==> src/rtl/light_req_cond_pkg.sv <==
// Shared types and constants for the tail-light request conditioner.
// Holds the conditioner FSM encoding, the FSM-idle code and request bit indices.
package light_pkg;

  typedef enum logic [1:0] {
    IDLE      = 2'd0,
    ISSUE     = 2'd1,
    WAIT_BUSY = 2'd2,
    WAIT_IDLE = 2'd3
  } cond_state_t;

  localparam logic [3:0] Y_IDLE = 4'b0000;

  localparam int REQ_LEFT  = 0;
  localparam int REQ_RIGHT = 1;
  localparam int REQ_HAZ   = 2;

  // One-hot pick with hazard > right > left, mirroring the light FSM's c > b > a.
  function automatic logic [2:0] prio_sel(input logic [2:0] pend);
    logic [2:0] r;
    r = 3'b000;
    if (pend[REQ_HAZ])        r[REQ_HAZ]   = 1'b1;
    else if (pend[REQ_RIGHT]) r[REQ_RIGHT] = 1'b1;
    else if (pend[REQ_LEFT])  r[REQ_LEFT]  = 1'b1;
    return r;
  endfunction

endpackage

==> src/rtl/light_req_cond_sw_debounce.sv <==
// Two-flop synchroniser, counter debouncer and rising-edge press pulse for one switch.
// Switch edge to press pulse is 2 + DB_CYCLES cycles; no backpressure.
module sw_debounce #(
  parameter int DB_CYCLES = 4,
  parameter int DB_W      = 8
) (
  input  logic clk,
  input  logic reset,
  input  logic sw_i,
  output logic level_o,
  output logic press_o
);

  localparam logic [DB_W-1:0] CNT_LAST = DB_W'(DB_CYCLES - 1);

  logic            s1_q, s2_q;
  logic            lvl_q, lvl_d;
  logic            press_q, press_d;
  logic [DB_W-1:0] cnt_q, cnt_d;

  // Any sample agreeing with the debounced level restarts the stability count.
  always_comb begin
    lvl_d = lvl_q;
    cnt_d = '0;
    if (s2_q != lvl_q) begin
      if (cnt_q == CNT_LAST) lvl_d = ~lvl_q;
      else                   cnt_d = cnt_q + DB_W'(1);
    end
    press_d = lvl_d & ~lvl_q;
  end

  always_ff @(posedge clk) begin
    if (reset) begin
      s1_q    <= 1'b0;
      s2_q    <= 1'b0;
      lvl_q   <= 1'b0;
      cnt_q   <= '0;
      press_q <= 1'b0;
    end else begin
      s1_q    <= sw_i;
      s2_q    <= s1_q;
      lvl_q   <= lvl_d;
      cnt_q   <= cnt_d;
      press_q <= press_d;
    end
  end

  assign level_o = lvl_q;
  assign press_o = press_q;

endmodule

==> src/rtl/light_req_cond.sv <==
// Latches debounced switch presses and hands them to the light FSM one at a time while it is idle.
// Optional LIGHT_REQ_AUTOREPEAT_EN: a still-held switch re-arms its request when a sequence ends.
module light_req_cond
  import light_pkg::*;
#(
  parameter int DB_CYCLES   = 4,
  parameter int DB_W        = 8,
  parameter int ACK_TIMEOUT = 2
) (
  input  logic       clk,
  input  logic       reset,
  input  logic       sw_left,
  input  logic       sw_right,
  input  logic       sw_haz,
  input  logic [3:0] y_fsm,
  output logic       a,
  output logic       b,
  output logic       c,
  output logic [2:0] pending
);

  localparam int             TMO_W    = $clog2(ACK_TIMEOUT + 1);
  localparam logic [TMO_W-1:0] TMO_LOAD = TMO_W'(ACK_TIMEOUT - 1);

  logic [2:0] sw_raw, level, press;

  assign sw_raw = {sw_haz, sw_right, sw_left};

  for (genvar i = 0; i < 3; i++) begin : g_sw
    sw_debounce #(
      .DB_CYCLES(DB_CYCLES),
      .DB_W     (DB_W)
    ) u_db (
      .clk    (clk),
      .reset  (reset),
      .sw_i   (sw_raw[i]),
      .level_o(level[i]),
      .press_o(press[i])
    );
  end

  cond_state_t      state_q, state_d;
  logic [2:0]       pending_q, pending_d;
  logic [2:0]       sel_q, sel_d;
  logic [2:0]       req_q, req_d;
  logic [TMO_W-1:0] tmo_q, tmo_d;
  logic [2:0]       set_v, clr_v;

`ifndef LIGHT_REQ_AUTOREPEAT_EN
  logic unused_level;
  assign unused_level = ^level;
`endif

  always_comb begin
    state_d = state_q;
    sel_d   = sel_q;
    tmo_d   = tmo_q;
    req_d   = 3'b000;
    set_v   = press;
    clr_v   = 3'b000;
    case (state_q)
      IDLE: begin
        if (y_fsm == Y_IDLE && pending_q != 3'b000) begin
          state_d = ISSUE;
          sel_d   = prio_sel(pending_q);
          req_d   = sel_d;
        end
      end
      ISSUE: begin
        clr_v   = sel_q;
        tmo_d   = TMO_LOAD;
        state_d = WAIT_BUSY;
      end
      WAIT_BUSY: begin
        // No acknowledgement in time: put the request back and retry from IDLE.
        if (y_fsm != Y_IDLE) begin
          state_d = WAIT_IDLE;
        end else if (tmo_q == '0) begin
          set_v   = set_v | sel_q;
          state_d = IDLE;
        end else begin
          tmo_d = tmo_q - TMO_W'(1);
        end
      end
      WAIT_IDLE: begin
        if (y_fsm == Y_IDLE) begin
          state_d = IDLE;
`ifdef LIGHT_REQ_AUTOREPEAT_EN
          set_v = set_v | level;
`endif
        end
      end
      default: state_d = IDLE;
    endcase
    // A set landing on the same cycle as the clear keeps the bit.
    pending_d = (pending_q & ~clr_v) | set_v;
  end

  always_ff @(posedge clk) begin
    if (reset) begin
      state_q   <= IDLE;
      pending_q <= 3'b000;
      sel_q     <= 3'b000;
      req_q     <= 3'b000;
      tmo_q     <= '0;
    end else begin
      state_q   <= state_d;
      pending_q <= pending_d;
      sel_q     <= sel_d;
      req_q     <= req_d;
      tmo_q     <= tmo_d;
    end
  end

  assign a       = req_q[REQ_LEFT];
  assign b       = req_q[REQ_RIGHT];
  assign c       = req_q[REQ_HAZ];
  assign pending = pending_q;

endmodule

==> config.mk <==
export PLATFORM = sky130hd
export DESIGN_NAME = light_req_cond
export DESIGN_NICKNAME = d
export VERILOG_FILES = /design/src/rtl/light_req_cond_pkg.sv /design/src/rtl/light_req_cond_sw_debounce.sv /design/src/rtl/light_req_cond.sv
export SDC_FILE = /design/constraint.sdc
export NUM_CORES = 1
export LEC_CHECK = 0
export BUFFER_PORTS_ARGS = -buffer_cell sky130_fd_sc_hd__buf_4
export CAP_MARGIN = 20
export CORE_ASPECT_RATIO = 0.6
export CORE_UTILIZATION = 60
export CTS_BUF_LIST = sky130_fd_sc_hd__clkbuf_2
export CTS_CLUSTER_SIZE = 12
export DETAILED_ROUTE_END_ITERATION = 10
export PLACE_DENSITY = 0.79
export SKIP_CTS_REPAIR_TIMING = 1
export SYNTH_ARGS = -nofsm -noshare
export SYNTH_HDL_FRONTEND = slang
export SYNTH_SLANG_ARGS = --single-unit
==> constraint.sdc <==
create_clock -name clk -period 2.56 [get_ports clk]
set_clock_uncertainty 0.2 [all_clocks]
set_input_delay 0 -clock clk [delete_from_list [all_inputs] [get_ports clk]]
set_output_delay 0 -clock clk [all_outputs]
set_load 0.005 [all_outputs]
==> impl_metrics.env <==
export IMPL_synth_top_area_frac=0.481
export IMPL_ys_seq_area_frac=0.481
export IMPL_n_antenna_cell=0
export IMPL_fmax_mhz=419
export IMPL_area_growth_pct=17.2
export IMPL_critPathSlowestCell="dlygate4sd3_1"
export IMPL_start_kind="input port"
export IMPL_drive_gt1_frac=0.120
export IMPL_num_vias=1714
export IMPL_final_setup_tns_ps=0
export IMPL_reg2reg_depth=4
export IMPL_grt_ovfl_total=0
export IMPL_cts_tree="yes"
export IMPL_reg2reg_from="g_sw[1].u_db.cnt_q[0]"
export IMPL_clock_path_buffers=2
export IMPL_synth_edf_count=0
export IMPL_synthAdderAreaFrac=0.0307
export IMPL_yosys_area_top_type="dfxtp_1"
export IMPL_path_common_cell="dlygate4sd3_1"
export IMPL_synth_commonest_cells="dfxtp_1 (49), nor2_1 (17), a21oi_1 (16)"
export IMPL_yosys_area_share_simple=0.267
export IMPL_synthesis_nets=232
export IMPL_report_final_slew_viol_count=0
export IMPL_synth_most_common_cell="dfxtp_1"
export IMPL_hpwl_um=2670
export IMPL_crit_chain="dlygate4sd3_1, buf_4, nor4_2, dlygate4sd3_1, nand4b_1, a21oi_1, dlygate4sd3_1"
export IMPL_final_core_util=0.786
export IMPL_drt_wl_total_um=4210
export IMPL_dieWidth_um=77.3
export IMPL_cpPeakStageDelay_ps=750
export IMPL_drtIter0Drc=165
export IMPL_initial_utilization=0.671
export IMPL_ir_drop_uv=384
export IMPL_io_pins=15
export IMPL_min_path_cells=4
export IMPL_nets=262
export IMPL_worst_path_max_fanout=7
export IMPL_drc_errors=0
export IMPL_wl_per_cell_um=14.5
export IMPL_critical_path_top_delay_family="buffers and inverters"
export IMPL_fin_area_um2=2390
export IMPL_via_per_inst=5.89
export IMPL_syn_area_per_cell_um2=9.36
export IMPL_drv_cap=0
export IMPL_synthXorXnorAreaFrac=0.0515
export IMPL_netlist_top_cells_area="dfxtp_1 (48%), a21oi_1 (3.9%), nand3_1 (3.2%)"
export IMPL_power_density_nw_per_um2=517
export IMPL_grt_pass1_vias=1456
export IMPL_cp_depth=7
export IMPL_cp_startpoint="y_fsm[1]"
export IMPL_rsz0062_at_grt="false"
export IMPL_place_area_um2=2170
export IMPL_clock_sinks=49
export IMPL_die_area_um2=3640
export IMPL_slew_headroom=0.581
export IMPL_ys_ff_latch=49
export IMPL_core_area_um2=3040
export IMPL_grt_max_degree=28
export IMPL_ys_flop_type="dfxtp_1"
export IMPL_path_clk_slew_ps=260
export IMPL_synth_mux_area_frac=0.00491
export IMPL_cts_max_level=2
export IMPL_first_pass_iters=4
export IMPL_reg2reg_to="g_sw[1].u_db.cnt_q[2]"
export IMPL_period_minus_slack_ps=2390
export IMPL_numPortBuffers=14
export IMPL_crit_arrival_ps=2590
export IMPL_p_leak_nw=0.808
export IMPL_layout_setup_ws_ps=174
export IMPL_track_usage=0.233
export IMPL_die_h_um=47.2
export IMPL_endpoint="sel_q[1]"
export IMPL_async_flop_share=0
export IMPL_place_ws_ps=575
export IMPL_r2r_setup_slack_ps=510
export IMPL_fillers=218
export IMPL_worstPathRequired_ps=2770
export IMPL_cts_root_buf="clkbuf_2"
export IMPL_criticalPathCategory="input port to flop"
export IMPL_antenna_found_initial=0
export IMPL_place_congestion=0.800
export IMPL_hp_class="input port to flop"
export IMPL_end_kind="flop"
export IMPL_tritoncts_num_buffers=5
export IMPL_min_from="y_fsm[0]"
export IMPL_setup_viol=0
export IMPL_antenna_left=0
export IMPL_grt_pass1_wl_um=6370
export IMPL_ys_warnings_count=0
export IMPL_cp_num_buf_inv=4
export IMPL_synth_top_family_by_area="simple AND/OR/NAND/NOR gates"
export IMPL_tightest_slew_ps=620
export IMPL_clock_latency_ps=430
export IMPL_timing_final_crit_share=0.932
export IMPL_synth_compound_area_frac=0.138
export IMPL_synthesis_area_um2=2040
export IMPL_hold_violations=0
export IMPL_core_rowCount=15
export IMPL_synthCells=218
export IMPL_synth_cell_types=39
export IMPL_status="complete, no violations"
[registers in the layout (all words and copies together) (netlist names)]
register / count
sel_q: 3
g_sw.u_db.s2_q: 3
tmo_q: 2
pending: 3
g_sw.u_db.s1_q: 3
g_sw.u_db.level_o: 3
req_q: 3
g_sw.u_db.press_o: 3
state_q: 2
g_sw.u_db.cnt_q: 24
[worst register-to-register path: stages, from the launching register on]
cell	delay, ps
dfxtp_1	460
ha_1	240
or3b_2	500
o211ai_1	430
nor2_1	130
[report_power, final]
| part | switching [W] | total (W) | internal, W | leakage, nW |
|---|---|---|---|---|
| clock network | 0.000250 | 0.000412 | 0.000161 | 0.0366 |
| registers | 0.00000346 | 0.000775 | 0.000771 | 0.396 |
| logic | 0.0000220 | 0.0000484 | 0.0000264 | 0.376 |
| total | 0.000276 | 0.00123 | 0.000959 | 0.808 |
[layout make-up]
type	instances	area (um2)	share of cell area
timing repair buffer	29	255	0.107
clock inverter	3	41.3	0.0173
tap	42	52.6	0.0220
sequential	49	981	0.410
clock buffer	5	25.0	0.0105
inverter	8	30.0	0.0126
multi-input combinational	155	1000	0.420
[per-stage QoR]
| stage | hold slack [ps] | power [W] | std cells |
|---|---|---|---|
| 3_5_place_dp | 23.5 | 0.000822 | 268 |
| 3_3_place_gp | 14.6 | 0.000820 | 268 |
| 5_1_grt | 82.8 | 0.00128 | 291 |
| 4_1_cts | -443 | 0.00122 | 276 |
| 2_1_floorplan | -71.8 | 0.000807 | 218 |
| 6_report | 86.8 | 0.00123 | 291 |
[per-layer routing]
layer | GRT usage | part of all wire | vias up
met3 | 0.0680 | 0.045 | 9
met2 | 0.396 | 0.46 | 46
li1 | - | - | 853
met4 | 0.113 | 0.016 | 0
met5 | 0 | 0 | -
met1 | 0.284 | 0.47 | 806
[worst min-delay path by stage]
stage	slack [ps]	end
CTS	-440	g_sw[2].u_db.s1_q
global placement	10	g_sw[1].u_db.s1_q
finish	90	tmo_q[0]
detailed placement	20	g_sw[0].u_db.s1_q
floorplan	-70	g_sw[0].u_db.s1_q
global route	80	tmo_q[0]
[logic make-up (layout without fill, tap and decap cells)]
logic type / Yosys count / after routing
muxes: 1 / 1
DFF: 49 / 49
buffers and inverters: 14 / 45
and+or+nand+nor: 92 / 92
adders and majority gates: 5 / 5
xor gates and xnor gates: 12 / 12
AOI/OAI and AO/OA: 45 / 45
[cell usage in the layout (no fill, tap or decap), drive strengths merged, types with 2 or more instances in the layout]
cell         netlist  final
a211oi             4      4
a21bo              2      2
a21oi             16     16
and4               2      2
buf                1     14
clkbuf             5      5
dfxtp             49     49
dlygate4sd3        0     15
ha                 5      5
inv                8      8
nand2             12     12
nand3             13     13
nand3b             4      4
nand4              4      4
nor2              17     17
nor2b              6      6
nor3               6      6
nor3b              2      2
nor4b              7      7
o211ai             2      2
o21ai             11     11
o22ai              4      4
o41ai              2      2
or2                2      2
or3               10     10
or4                3      3
xnor2              5      5
xor2               7      7
(Power assumes the default switching activity.)
